==> src/rtl/fcs_strip_shift_ctrl.sv <==
// fcs_strip_shift_ctrl: sequences an external DEPTH-stage shift register to strip trailing FCS bytes
module fcs_strip_shift_ctrl #(
    parameter int DATAW = 8,
    parameter int DEPTH = 4,
    parameter int CNTW  = $clog2(DEPTH + 1)
) (
    input  logic             clk,
    input  logic             reset,
    input  logic             flush,
    input  logic             in_valid,
    input  logic [DATAW-1:0] in_data,
    input  logic             in_last,
    output logic             in_ready,
    output logic             out_valid,
    output logic [DATAW-1:0] out_data,
    output logic             out_last,
    input  logic             out_ready,
    output logic             sr_enable,
    output logic [DATAW-1:0] sr_data_in,
    input  logic [DATAW-1:0] sr_data_out,
    output logic             runt_err
);
    typedef enum logic [1:0] {IDLE, FILL, FULL} state_t;

    localparam logic [CNTW-1:0] FULL_OCC = CNTW'(DEPTH);

    state_t             state;
    logic [CNTW-1:0]    occ, occ_nxt;
    logic               acc, emit, drain;
    logic               valid_nxt, last_nxt, runt_nxt;
    logic [DATAW-1:0]   data_nxt;

    assign sr_enable  = acc;
    assign sr_data_in = in_data;

    // state is decoded from occupancy; the register contents never decide validity
    always_comb begin
        state     = occ == '0 ? IDLE : (occ == FULL_OCC ? FULL : FILL);
        in_ready  = !flush && (state != FULL || !out_valid || out_ready);
        acc       = in_valid && in_ready;
        emit      = acc && state == FULL;
        drain     = out_valid && out_ready;
        occ_nxt   = (flush || (acc && in_last)) ? '0 : ((acc && state != FULL) ? occ + 1'b1 : occ);
        runt_nxt  = acc && in_last && state != FULL;
        valid_nxt = emit || (out_valid && !out_ready);
        last_nxt  = emit ? in_last : (drain ? 1'b0 : out_last);
        data_nxt  = emit ? sr_data_out : out_data;
    end

    // occupancy counter, registered output stage and runt pulse
    always_ff @(posedge clk or negedge reset) begin
        if (!reset) begin
            occ       <= '0;
            out_valid <= 1'b0;
            out_data  <= '0;
            out_last  <= 1'b0;
            runt_err  <= 1'b0;
        end else begin
            occ       <= occ_nxt;
            out_valid <= valid_nxt;
            out_data  <= data_nxt;
            out_last  <= last_nxt;
            runt_err  <= runt_nxt;
        end
    end
endmodule

==> config.mk <==
export PLATFORM = sky130hd
export DESIGN_NAME = fcs_strip_shift_ctrl
export DESIGN_NICKNAME = d
export VERILOG_FILES = /design/src/rtl/fcs_strip_shift_ctrl.sv
export SDC_FILE = /design/constraint.sdc
export NUM_CORES = 1
export LEC_CHECK = 0
export CORE_MARGIN = 3
export CORE_UTILIZATION = 32
export DETAILED_ROUTE_END_ITERATION = 8
export MAX_ROUTING_LAYER = met4
export PLACE_DENSITY = 0.7
export SLEW_MARGIN = 25
export SYNTH_ARGS = -nofsm -noshare
export SYNTH_HDL_FRONTEND = slang
export SYNTH_SLANG_ARGS = --single-unit
==> constraint.sdc <==
create_clock -name clk -period 1.8 [get_ports clk]
set_clock_uncertainty 0.15 [all_clocks]
set_input_delay 0.27 -clock clk [delete_from_list [all_inputs] [get_ports clk]]
set_output_delay 0.27 -clock clk [all_outputs]
set_load 0.005 [all_outputs]
==> Word level (Yosys, flattened, before mapping) <==
Index checks and enable logic that the tools add are counted.
{ "totals": {"regBits": 14, "in_bits": 22} }
{ "op_classes": {"n_addsub": 1, "n_eq_ne": 3, "mux": 6, "n_reduce_logical": 18} }
{ "op_table": {"columns": ["operator", "count"], "rows": [
  ["1-bit logical AND", 8],
  ["3-bit two-way mux", 2],
  ["1-bit logical OR", 4],
  ["2-bit two-way mux", 2],
  ["2-bit nonzero test", 2],
  ["3-bit by 1-bit adder with 3-bit output, second input constant", 1],
  ["3-bit equality test, second input constant", 1],
  ["1-bit logical NOT", 3],
  ["3-bit logical NOT", 1],
  ["2-bit equality test, second input constant", 1],
  ["1-bit two-way mux", 2],
  ["2-bit != test, second input constant", 1]
]} }

==> Depth between registers and ports, before layout <==
Gate-level depths: netlist (run 1).
{ "logic_depth": {"word_depth": 11, "ltp_mapped": 5, "ltp_nobuf": 5} }

==> Worst setup path after synthesis (run 1) <==
Ideal clock, no wire load.
{ "synth_timing": {"path_type": "reg2reg", "from": "register occ[0]", "to": "register out_data[0]", "setup_ns": 0.125, "arrival_ns": 1.514, "required_ns": 1.525, "path_slack_ns": 0.011, "stages_incl_launch_ff": 6, "n_path_buf": 0, "cell_sequence": "dfrtp_1 > inv_1 > ha_1 > nand2_1 > nor3_4 > mux2_2"} }
{ "synth_between": {"elab_chain_cells": 9} }
{ "synth_rtl": {"columns": ["item", "line_no", "text"], "rows": [
  ["start, declared", "28", "logic [CNTW-1:0] occ, occ_nxt;"],
  ["start signal, assigned", "59", "occ <= occ_nxt;"],
  ["3-bit equality test", "38", "state = occ == '0 ? IDLE : (occ == FULL_OCC ? FULL : FILL);"],
  ["2-bit two-way mux", "38", null],
  ["2-bit two-way mux (*)", "38", null],
  ["2-bit != test", "39", "in_ready = !flush && (state != FULL || !out_valid || out_ready);"],
  ["1-bit logical OR (2 in series)", "39", null],
  ["1-bit logical AND", "39", null],
  ["1-bit logical AND", "40", "acc = in_valid && in_ready;"],
  ["1-bit logical AND (*)", "41", "emit = acc && state == FULL;"],
  ["end signal, assigned", "61", "out_data <= data_nxt;"],
  ["end, declared", "15", "output logic [DATAW-1:0] out_data,"]
]} }
Mark *: on every way between the ends. The rest lies on a longest branch, timed or not.
A chain may end at the register's enable or synchronous reset.

==> Worst setup path after layout (run 1) <==
{ "layout_timing": {"from": "register occ[0]", "to": "output port sr_enable"} }
{ "layout_between": {"elab_chain_cells": 8} }
{ "layout_rtl": {"columns": ["item", "line_no", "text"], "rows": [
  ["3-bit equality test", "38", null],
  ["2-bit two-way mux", "38", null],
  ["2-bit two-way mux (*)", "38", null],
  ["2-bit != test (*)", "39", null],
  ["1-bit logical OR (*) (2 in series)", "39", null],
  ["1-bit logical AND (*)", "39", null],
  ["1-bit logical AND (*)", "40", null],
  ["end, declared", "18", "output logic sr_enable,"]
]} }
Marks and branches as above.

==> results.txt, run 1 <==
Outcome: finished clean
Placed insts: 117
Crit share post-route: 0.979
Remaining Overflow, GRT: 0
Core Util, Final: 0.558
Final wirelength: 1590 um
Pre-CTS setup slack: -0.298 ns
Cells after Synth: 59
Pleak: 0.504 nW
Remaining antenna violation count after routing: 0
Flops & latches, synth: 14
Vias/cell: 4.56
Clock transition at path regs: 0.09 ns
Least-Margin Pin Slew: 0.252 ns
CTS Buf Count: 3
CTS tree: yes
# setup viols final: 0
Fin nets: 123
Routed len/inst: 12.7 um
FF+latch area: 350 sq um
Die Span Y: 52.6 um
Num ports: 43
Vias in the first global route: 614
Synth Warn #: 0
CP arrival: 1.34 ns
First-pass GRT wire length: 2750 um
Final Worst Setup Slack: 0.0369 ns
NetSw: 0.147 mW
Final GP Congestion: 0.720
Final hold violations: 0
Sw Share: 0.218
WP data required: 1.38 ns
Largest net degree at the start of global routing: 15
Synthesized cell area: 694 sq um
Startpoint types: register
Max-Slew Margin vs Limit: 0.832
Share of power burned in registers: 0.493
Post-route setup TNS: 0 ns
Area grow syn2layout: 60.7%
Avg Inst Size Synth: 11.8 sq um
Fmax: 567 MHz
Worst R2R Path Depth: 7
RSZ-0062 raised after global routing: yes
Layout cells sized above 1: 0.418
Post-synthesis sequential area ratio: 0.505
Die Width: 52.6 um
Hold_buf cts: 0
Crit Path Class: reg -> out
Antenna diodes: 0
Multi-input gate area: 294 sq um
Power per cell area: 605 mW/mm^2
Netlist cell types: 22
Clk Latency, worst-skew pair: 0.27 ns
Die Footprint: 0.00277 sq mm
1st-pass router iterations: 3
Slew Limit Fails: 0
DRC errors left: 0
Initial antenna violation count: 0
Hold Crit Class: in -> async
Routed vias: 570
Filler cells: 188
Max_cap viols: 0
GRT Overall Usage: 0.141
Critical Path Source: occ[0]
Clk pwr share: 0.330
Final non-filler cell total: 125
Starting density of the core: 0.347
Num rows: 16
Cell-internal power: 0.528 mW
Clock Tree Root: clkbuf_4
VDD IR max: 0.413 mV
Reg2Reg Setup Slack: 0.11 ns
Syn Nets: 83
Fin crit period: 1.76 ns
CTS max path bufs: 2
DPL Wire Length: 1150 um
Comb power frac: 0.177
CP max FO: 3
Worst R2R End: occ[1]
DRT iter0 DRCs: 7
Reg2reg start: occ[0]
H-tree levels: 1
Number of port buffers: 26
CTS Sinks: 14
CORE AREA: 0.00200 sq mm
Crit path capture type: primary output
## cells by family (layout without fill, tap and decap cells)
kind of cell               Yosys count  after routing  synth area share
DFF                                 14             14             0.505
muxes                                9              9             0.144
AOI/OAI and AO/OA                    7              7            0.0649
adders and majority gates            2              2            0.0360
and+or+nand+nor                     16             16             0.148
buffers and inverters               11             50             0.103
## per-layer routing
layer / GRT usage / share of wire / vias to the layer above
li1: - / - / 280
met2: 0.223 / 0.51 / 16
met1: 0.174 / 0.45 / 272
met5: - / 0 / -
met3: 0.0256 / 0.045 / 2
met4: 0.0638 / 0.0025 / 0
## placed cells by master, fill, tap and decap left out, drive strengths merged
cell            n
clkbuf          4
a31oi           1
a211oi          1
buf            19
nand2           4
a21oi           1
and4b           1
o21ai           2
nand2b          1
a311oi          1
or3             1
mux2i           1
o31ai           1
inv             3
and3            1
dfrtp          14
nor2            2
ha              2
mux2            8
nor3            1
nand4           2
clkdlybuf4s50  24
nor2b           2
or2             1
## Yosys cell counts (all sizes together)
master	number	area (sq um)
ha	2	25.0
and3	1	7.51
a211oi	1	7.51
mux2	8	90.1
nand4	2	12.5
a31oi	1	6.26
a21oi	1	5.00
nand2	4	15.0
o21ai	2	10.0
o31ai	1	7.51
or2	1	6.26
inv	3	11.3
buf	8	60.1
nor2b	2	12.5
nor3	1	16.3
a311oi	1	8.76
nor2	2	7.51
and4b	1	11.3
nand2b	1	6.26
dfrtp	14	350
or3	1	7.51
mux2i	1	10.0
## power groups by stage
stage | clock, mW | combinational [mW] | sequential, mW
2_1_floorplan | 0 | 0.0386 | 0.340
3_3_place_gp | 0 | 0.106 | 0.339
3_5_place_dp | 0 | 0.108 | 0.339
4_1_cts | 0.235 | 0.114 | 0.333
5_1_grt | 0.254 | 0.130 | 0.335
6_report | 0.223 | 0.119 | 0.333
## what timing repair did
| action | CTS | global route |
|---|---|---|
| resized for setup | 13 | 1 |
| pin swaps | 2 | 2 |
| buffers inserted | 3 | 1 |
| setup endpoints to repair | 10 | 10 |
| endpoints found under the hold margin | 0 | 0 |
## how the worst max path moves through the flow
stage                   to  slack, ns
3_3_place_gp     sr_enable      -0.28
4_1_cts          sr_enable       0.04
5_1_grt          sr_enable      -0.04
2_1_floorplan  out_data[0]       0.01
3_5_place_dp     sr_enable      -0.30
6_report         sr_enable       0.04
## registers in the layout, summed over array words and instances, names as in the netlist
signal,flops
out_data,8
occ,3
out_last,1
out_valid,1
runt_err,1
## metrics by stage
| step | hold slack, ns | cell area (sq um) | power, mW |
|---|---|---|---|
| 6_report | 0.155 | 1120 | 0.675 |
| 5_1_grt | 0.153 | 1120 | 0.720 |
| 4_1_cts | 0.150 | 1100 | 0.682 |
| 3_5_place_dp | 0.349 | 1040 | 0.447 |
| 3_3_place_gp | 0.340 | 1040 | 0.445 |
| 2_1_floorplan | -0.176 | 694 | 0.379 |
## worst max-delay path, stage by stage, from the launching register on
cell and delay, ns:
dfrtp_1 0.37, inv_2 0.06, ha_4 0.16, and4b_2 0.24, nor2_2 0.11, buf_2 0.12
## cell type report
class / instances / share of cell area
Timing Repair Buffer: 43 / 0.350
Sequential cell: 14 / 0.314
Multi-Input combinational cell: 34 / 0.263
Clock buffer: 4 / 0.0325
Tap cell: 27 / 0.0303
Inverter: 3 / 0.0101
No activity file was read; power rests on OpenSTA's default activity.
==> run 2, diff against run 1 <==
Settings changed: SKIP_LAST_GASP from default to 1.
==> run 2 against run 1 <==
  * Cell count unchanged
  * Critical endpoint unchanged
  * Global-route usage unchanged
  * Wire length unchanged
  * Highest routed layer unchanged
  * Clock-buffer cell count unchanged
  * Utilization unchanged
  * Total power unchanged
  * Worst hold slack unchanged
  * Sequential power about the same
  * Largest power group unchanged
  * First-iteration DRC count unchanged
  * Clock power about the same
==> results.txt, run 2 (same netlist as run 1, synthesis figures left out) <==
Remaining Overflow, GRT: 0
Fmax: 567 MHz
Die Span Y: 52.6 um
Hold WS: 0.155 ns
Vias in the first global route: 614
Clock Tree Root: clkbuf_4
Power per cell area: 605 mW/mm^2
Core Util, Final: 0.558
Slew Limit Fails: 0
Die Width: 52.6 um
Crit Path Class: reg -> out
Critical Path Source: occ[0]
DPL Wire Length: 1150 um
Final wirelength: 1590 um
Antenna diodes: 0
Most frequent cells in the layout: clkdlybuf4s50_1, buf_4, dfrtp_1
Placed inst area: 0.00104 sq mm
Most common cell after layout, fill and taps aside: clkdlybuf4s50_1
Sw Share: 0.218
Pleak: 0.504 nW
CORE AREA: 0.00200 sq mm
Routed vias: 570
Num rows: 16
Clk Latency, worst-skew pair: 0.27 ns
CP arrival: 1.34 ns
Worst R2R Path Depth: 7
Remaining antenna violation count after routing: 0
DRC errors left: 0
Crit path capture type: primary output
Routed len/inst: 12.7 um
Layout cells sized above 1: 0.418
Starting density of the core: 0.347
NetSw: 0.147 mW
Fin crit period: 1.76 ns
Clk pwr share: 0.330
Comb power frac: 0.177
Max-Slew Margin vs Limit: 0.832
Initial antenna violation count: 0
GRT Overall Usage: 0.141
Max_cap viols: 0
Largest regs: out_data x8, occ x3
Least-Margin Pin Slew: 0.252 ns
Post-route setup TNS: 0 ns
CTS Sinks: 14
Critical path's slowest cell: dfrtp_1
Reg with most FFs: out_data
1st-pass router iterations: 3
RSZ-0062 raised after global routing: yes
Largest net degree at the start of global routing: 15
CP max FO: 3
Clock transition at path regs: 0.09 ns
CTS max path bufs: 2
Share of power burned in registers: 0.493
Final hold violations: 0
Worst-path cell chain: inv_2, ha_4, and4b_2, nor2_2, buf_2
Fin nets: 123
Vias/cell: 4.56
DRT iter0 DRCs: 7
Outcome: finished clean
Number of port buffers: 26
CTS tree: yes
Area grow syn2layout: 60.7%
WP data required: 1.38 ns
Power, Total: 0.675 mW
Crit share post-route: 0.979
Num ports: 43
Fin area: 0.00112 sq mm
Die Footprint: 0.00277 sq mm
CTS Buf Count: 3
# setup viols final: 0
Hold Crit Class: in -> async
H-tree levels: 1
VDD IR max: 0.413 mV
Crit-path max cell delay: 0.37 ns
First-pass GRT wire length: 2750 um
Max reg flops: 8
Startpoint types: register
Hold_buf cts: 0
Cell-internal power: 0.528 mW
Final GP Congestion: 0.720
Reg2reg start: occ[0]
run 2: cell counts in the layout (fill, tap and decap cells not counted):
Identical to the previous run, type by type.
run 2: path summary, 6_finish.rpt:
path,slack [ns],to
setup / recovery,0.04,sr_enable
hold / removal,0.16,out_last
setup reg to reg,0.11,occ[1]
hold reg to reg,0.36,out_data[7]
max in group asynchronous,1.17,occ[2]
min in group clk,0.36,out_data[7]
run 2: final cells by class:
| type | instances | area (sq um) |
|---|---|---|
| Multi-Input combinational cell | 34 | 294 |
| Timing Repair Buffer | 43 | 390 |
| Fill cell | 188 | 886 |
| Inverter | 3 | 11.3 |
| Sequential cell | 14 | 350 |
| Clock buffer | 4 | 36.3 |
| Tap cell | 27 | 33.8 |
run 2: per-layer routing:
metal | global-route usage | wire (um) | share of wire
met3 | 0.0256 | 72 | 0.045
met5 | - | 0 | 0
met1 | 0.174 | 706 | 0.45
met4 | 0.0638 | 4 | 0.0025
met2 | 0.223 | 801 | 0.51
run 2: critical path, delay by kind of cell, from the launching register on:
kind                       cells  cell delay [ns]
adders and majority gates      1             0.16
DFF                            1             0.37
buffers and inverters          2             0.18
and+or+nand+nor                2             0.35
run 2: power groups by stage:
stage / clock (mW) / combinational (mW) / sequential, mW
final: 0.223 / 0.119 / 0.333
after global routing: 0.254 / 0.130 / 0.335
after CTS: 0.235 / 0.114 / 0.333
after detailed placement: 0 / 0.108 / 0.339
after global placement: 0 / 0.106 / 0.339
after floorplan: 0 / 0.0386 / 0.340
run 2: through the flow:
| step | worst slack, ns | std cells |
|---|---|---|
| final | 0.0369 | 125 |
| after global routing | -0.0444 | 125 |
| after CTS | 0.0422 | 124 |
| after detailed placement | -0.298 | 117 |
| after global placement | -0.276 | 117 |
| after floorplan | 0.0108 | 59 |
run 2: repair_timing:
action	CTS	global route
setup endpoints to repair	10	10
buffers inserted	3	1
pin swaps	2	2
endpoints found under the hold margin	0	0
cloned	0	0
gates resized for setup	13	1
==> run 3, diff against run 2 <==
Settings changed: ABC_CLOCK_PERIOD_IN_PS from default to 1800.
==> results of run 3 <==
Same layout as run 2: the final DEF is identical, and so are final timing and power.
